==> src/rtl/pmod_btn_unit.sv <==
// pmod_btn_unit
//   Input-side PMOD block. Raw push-buttons are synchronized (2-FF), debounced
//   per button, and each debounced press is turned into a one-byte command
//   ('0' + button index) delivered over a valid/ready handshake.
//
// Ports:
//   i_clock      system clock (100 MHz domain)
//   i_reset      synchronous, active-high reset
//   i_btn        raw asynchronous buttons, active-high
//   i_cmd_ready  consumer accepts o_cmd this cycle
//   o_cmd_valid  o_cmd holds a command
//   o_cmd        command code
//   o_btn_level  debounced button levels
//
// Build option:
//   PMOD_BTN_REPEAT_EN  when defined, a held button re-issues a press every
//                       REPEAT_TICKS cycles. When undefined, a held button
//                       emits exactly one command.
module pmod_btn_unit #(
  parameter int NB_BUTTONS     = 4,
  parameter int DEBOUNCE_TICKS = 1000000,
  parameter int REPEAT_TICKS   = 50000000,
  parameter int CMD_SIZE       = 8
) (
  input  logic                  i_clock,
  input  logic                  i_reset,
  input  logic [NB_BUTTONS-1:0] i_btn,
  input  logic                  i_cmd_ready,
  output logic                  o_cmd_valid,
  output logic [CMD_SIZE-1:0]   o_cmd,
  output logic [NB_BUTTONS-1:0] o_btn_level
);

  localparam int DB_W  = $clog2(DEBOUNCE_TICKS);
  localparam int IDX_W = (NB_BUTTONS > 1) ? $clog2(NB_BUTTONS) : 1;

  logic [NB_BUTTONS-1:0] sync1_reg;
  logic [NB_BUTTONS-1:0] sync2_reg;
  logic [NB_BUTTONS-1:0] level_reg;
  logic [NB_BUTTONS-1:0] level_prev_reg;
  logic [NB_BUTTONS-1:0] repeat_event;
  logic [NB_BUTTONS-1:0] press;
  logic [NB_BUTTONS-1:0] held_mask;
  logic [NB_BUTTONS-1:0] pending_set;
  logic [NB_BUTTONS-1:0] pending_clr;
  logic [NB_BUTTONS-1:0] pending_reg;
  logic [NB_BUTTONS-1:0] pending_next;

  logic                  valid_reg;
  logic [CMD_SIZE-1:0]   cmd_reg;
  logic [IDX_W-1:0]      out_idx_reg;

  logic                  found;
  logic [IDX_W-1:0]      sel_idx;
  logic                  load;
  logic [CMD_SIZE-1:0]   cmd_code;

  // Two-stage synchronizer for the asynchronous button inputs.
  always_ff @(posedge i_clock) begin
    if (i_reset) begin
      sync1_reg      <= '0;
      sync2_reg      <= '0;
      level_prev_reg <= '0;
    end else begin
      sync1_reg      <= i_btn;
      sync2_reg      <= sync1_reg;
      level_prev_reg <= level_reg;
    end
  end

  genvar gi;
  generate
    for (gi = 0; gi < NB_BUTTONS; gi++) begin : g_btn
      logic [DB_W-1:0] db_cnt_reg;
      logic            lvl_reg;

      // Counter runs only while the synchronized input disagrees with the
      // accepted level; any return to agreement restarts the window.
      always_ff @(posedge i_clock) begin
        if (i_reset) begin
          db_cnt_reg <= '0;
          lvl_reg    <= 1'b0;
        end else if (sync2_reg[gi] == lvl_reg) begin
          db_cnt_reg <= '0;
        end else if (db_cnt_reg == DB_W'(DEBOUNCE_TICKS - 1)) begin
          lvl_reg    <= sync2_reg[gi];
          db_cnt_reg <= '0;
        end else begin
          db_cnt_reg <= db_cnt_reg + 1'b1;
        end
      end

      assign level_reg[gi] = lvl_reg;

`ifdef PMOD_BTN_REPEAT_EN
      localparam int RP_W = $clog2(REPEAT_TICKS);
      logic [RP_W-1:0] rp_cnt_reg;
      logic            rp_pulse_reg;

      // The wrap pulse is registered so that, like the rising-edge press,
      // it is seen one cycle after the counting cycle; this places repeats
      // exactly REPEAT_TICKS cycles apart from the initial press.
      always_ff @(posedge i_clock) begin
        if (i_reset || !lvl_reg) begin
          rp_cnt_reg   <= '0;
          rp_pulse_reg <= 1'b0;
        end else if (rp_cnt_reg == RP_W'(REPEAT_TICKS - 1)) begin
          rp_cnt_reg   <= '0;
          rp_pulse_reg <= 1'b1;
        end else begin
          rp_cnt_reg   <= rp_cnt_reg + 1'b1;
          rp_pulse_reg <= 1'b0;
        end
      end

      assign repeat_event[gi] = rp_pulse_reg;
`else
      localparam int unused_repeat_ticks = REPEAT_TICKS;
      assign repeat_event[gi] = 1'b0;
`endif
    end
  endgenerate

  assign press = (level_reg & ~level_prev_reg) | repeat_event;

  // A button whose command is sitting unaccepted in the output register is
  // already outstanding; further presses merge into that command.
  always_comb begin
    held_mask = '0;
    if (valid_reg && !i_cmd_ready) begin
      held_mask[out_idx_reg] = 1'b1;
    end
  end

  assign pending_set = press & ~held_mask;

  // Lowest-index pending button wins.
  always_comb begin
    found   = 1'b0;
    sel_idx = '0;
    for (int i = NB_BUTTONS - 1; i >= 0; i--) begin
      if (pending_reg[i]) begin
        found   = 1'b1;
        sel_idx = IDX_W'(i);
      end
    end
  end

  assign load     = !valid_reg || i_cmd_ready;
  assign cmd_code = CMD_SIZE'(8'h30 + 8'(sel_idx));

  // Set is applied after clear so a press coinciding with a load survives.
  always_comb begin
    pending_clr = '0;
    if (load && found) begin
      pending_clr[sel_idx] = 1'b1;
    end
    pending_next = (pending_reg & ~pending_clr) | pending_set;
  end

  always_ff @(posedge i_clock) begin
    if (i_reset) begin
      pending_reg <= '0;
      valid_reg   <= 1'b0;
      cmd_reg     <= '0;
      out_idx_reg <= '0;
    end else begin
      pending_reg <= pending_next;
      if (load) begin
        valid_reg <= found;
        if (found) begin
          cmd_reg     <= cmd_code;
          out_idx_reg <= sel_idx;
        end
      end
    end
  end

  assign o_cmd_valid = valid_reg;
  assign o_cmd       = cmd_reg;
  assign o_btn_level = level_reg;

endmodule
==> config.mk <==
export PLATFORM = sky130hd
export DESIGN_NAME = pmod_btn_unit
export DESIGN_NICKNAME = d
export VERILOG_FILES = /design/src/rtl/pmod_btn_unit.sv
export SDC_FILE = /design/constraint.sdc
export NUM_CORES = 1
export LEC_CHECK = 0
export ABC_AREA = 1
export CORE_MARGIN = 4
export CORE_UTILIZATION = 50
export CTS_CLUSTER_DIAMETER = 100
export DETAILED_ROUTE_END_ITERATION = 7
export GPL_ROUTABILITY_DRIVEN = 0
export MAX_ROUTING_LAYER = met4
export PLACE_DENSITY = 0.7
export REMOVE_ABC_BUFFERS = 1
export SYNTH_ARGS = -nofsm -noshare
export SYNTH_HDL_FRONTEND = slang
export SYNTH_SLANG_ARGS = --single-unit
==> constraint.sdc <==
create_clock -name i_clock -period 1.6 [get_ports i_clock]
set_clock_uncertainty 0.15 [all_clocks]
set_input_delay 0.32 -clock i_clock [delete_from_list [all_inputs] [get_ports i_clock]]
set_output_delay 0.32 -clock i_clock [all_outputs]
set_load 0.03 [all_outputs]
==> results.json <==
{
  "drc": 0,
  "cp_slowest_cell": "dfxtp_1",
  "cp_cell_sequence": "clkdlybuf4s15_2",
  "synth_cells": 766,
  "cp_max_fo": 3,
  "seq_power_share": 0.597,
  "cp.arrival_ns": 1.05,
  "cp-end-kind": "output pin",
  "postSynthAreaPerCell_sq_um": 6.80,
  "path_class": "flip-flop to output pin",
  "largest_reg_flops": 80,
  "synth_top_area_share": 0.400,
  "power.leakage_nw": 1.92,
  "power.total_mw": 4.36,
  "detailed_place.area_sq_mm": 0.00563,
  "path_delay_family": "flip-flops",
  "layout_setup_ws_ns": 0.0772,
  "num_rows": 36,
  "finalCriticalPeriod_ns": 1.52,
  "grt_max_degree": 20,
  "wirelength_um": 10500,
  "grt_pass1_vias": 4521,
  "combPwrFrac": 0.023,
  "startpoint_type": "flip-flop",
  "syn2layout_area_growth_pct": 14.5,
  "fin_setup_tns_ns": 0,
  "yosysSeqAreaShare": 0.400,
  "sw_frac_of_total": 0.222,
  "ant_nets": 0,
  "ir_drop_mv": 0.432,
  "track_usage": 0.194,
  "grt_overflow": 0,
  "ys_seq_elements": 104,
  "utilization": 0.599,
  "period_share": 0.952,
  "nets": 821,
  "power_switching_mw": 0.970,
  "p_per_area_mw_per_mm2": 731,
  "die_h_um": 110,
  "required_ns": 1.13,
  "die_area_sq_mm": 0.0121,
  "cts_buffers": 9,
  "finalSetupViolations": 0,
  "clkPwrFrac": 0.380,
  "critPathMaxStageDelay_ns": 0.37,
  "ys_warn_count": 0,
  "synth_cell_type_count": 34,
  "start_util": 0.523,
  "maxCapViolations": 0,
  "internal_power_mw": 3.39,
  "min_path_type": "flip-flop to flip-flop",
  "dr.pass1.iters": 4,
  "layout.cells.non_filler": 947,
  "clkSinkCount": 104,
  "fp.coreArea_sq_mm": 0.00995,
  "antenna_found_initial": 0,
  "post-place-ws_ns": -0.336,
  "status": "finished, final reports clean",
  "syn_area_sq_mm": 0.00521,
  "hold_viol": 0,
  "drtIter0Drc": 237,
  "clock.fmax_mhz": 657,
  "clockRootBuffer": "clkbuf_8",
  "viasPerCell": 4.95,
  "synth_area_leaders": "dfxtp_1 (40%), nand2_1 (13%), nor2_1 (12%)",
  "clock_latency_ns": 0.37,
  "io_buffer_count": 15,
  "die_w_um": 110,
  "cts_buffer_depth": 2,
  "slew_violations": 0,
  "io_pins": 20,
  "dp_cells": 929,
  "htree_num_levels": 3,
  "drive_above_1_share": 0.155,
  "cts_tree": "yes",
  "clkSlewWorstSetupHoldPaths_ns": 0.10,
  "critPathBufInv": 1,
  "antenna_cells": 0,
  "synth.largest_area_cell": "dfxtp_1",
  "grt_pass1_wl_um": 18700,
  "wire_per_inst_um": 11.1,
  "vias": 4688,
  "design_area_sq_mm": 0.00597,
  "hold_slack_ns": 0.261,
  "place_hpwl_um": 7770
}
==> worst paths after layout <==
check                           slack (ns)  depth (start not counted)                                  to                         startpoint
worst max register to register        0.09                          6  g_btn[3].db_cnt_reg[13]$_SDFF_PP0_  g_btn[3].db_cnt_reg[0]$_SDFF_PP0_
worst min-delay path                  0.26                          2             sync2_reg[2]$_SDFF_PP0_            sync1_reg[2]$_SDFF_PP0_
worst max-delay path                  0.08                          1                            o_cmd[5]              o_cmd[4]$_SDFFE_PP0P_
worst min register to register        0.26                          2             sync2_reg[2]$_SDFF_PP0_            sync1_reg[2]$_SDFF_PP0_
==> area by class of cell <==
cell class / instances / area (sq um)
flip-flops and latches: 104 / 2090
repair buffers: 46 / 382
clock inverters: 5 / 57.6
clock buffers: 10 / 138
multi-input cells: 561 / 2800
inverters: 88 / 330
well taps: 133 / 166
fillers: 929 / 3990
==> cells in the final DEF (no fill, tap or decap), types with 14 or more instances in the layout <==
cell type	Yosys	layout
nor2_1	165	157
buf_4	11	30
nand2_1	180	176
a21oi_1	44	43
xnor2_1	14	14
xor2_1	19	19
nand3_1	48	47
dfxtp_1	104	96
inv_1	84	84
nor2_2	22	24
==> worst min-delay path: cells and delay by family, from the launching register on <==
| family | cells | cell delay [ns] |
|---|---|---|
| flops | 1 | 0.31 |
| buf+inv | 1 | 0.04 |
| simple gates | 1 | 0.03 |
==> logic make-up after synthesis <==
family	Yosys count	synth area share
compound gates	63	0.0634
xor+xnor	33	0.0555
fa+ha+maj	4	0.00961
buf+inv	104	0.0879
flops	104	0.400
other cells	1	0.000720
simple gates	457	0.383
==> timing repair <==
action | in CTS | in global routing
hold buffers | 0 | 0
hold endpoints to repair | 0 | 0
pin swaps | 0 | 7
gates resized for setup | 24 | 41
setup endpoints to repair | 22 | 74
buffers inserted | 0 | 3
==> Yosys cell counts, drive strengths merged <==
cell type	n
nor3	3
nand2	186
inv	87
conb	1
nand3	56
nand3b	1
xnor2	14
buf	14
nor2	189
o31ai	1
and2	1
ha	4
or2	8
o21bai	3
clkinv	1
clkbuf	2
dfxtp	104
a31oi	1
o21ai	13
nand4	13
a21oi	45
xor2	19
==> layer usage <==
metal	global-route usage	up-vias	routed length, um
met4	0.0561	0	163
met1	0.229	2141	4980
met5	-	-	0
met2	0.330	68	4970
met3	0.0448	19	365
li1	-	2460	-
==> power by group through the flow <==
| stage | clock (mW) | combinational, mW | sequential [mW] |
|---|---|---|---|
| after global placement | 0 | 0.0961 | 2.66 |
| after floorplan | 0 | 0.0471 | 2.66 |
| after global routing | 1.80 | 0.112 | 2.61 |
| after CTS | 1.72 | 0.0989 | 2.60 |
| final | 1.66 | 0.0997 | 2.60 |
| after detailed placement | 0 | 0.0976 | 2.66 |
(Power assumes the default switching activity.)
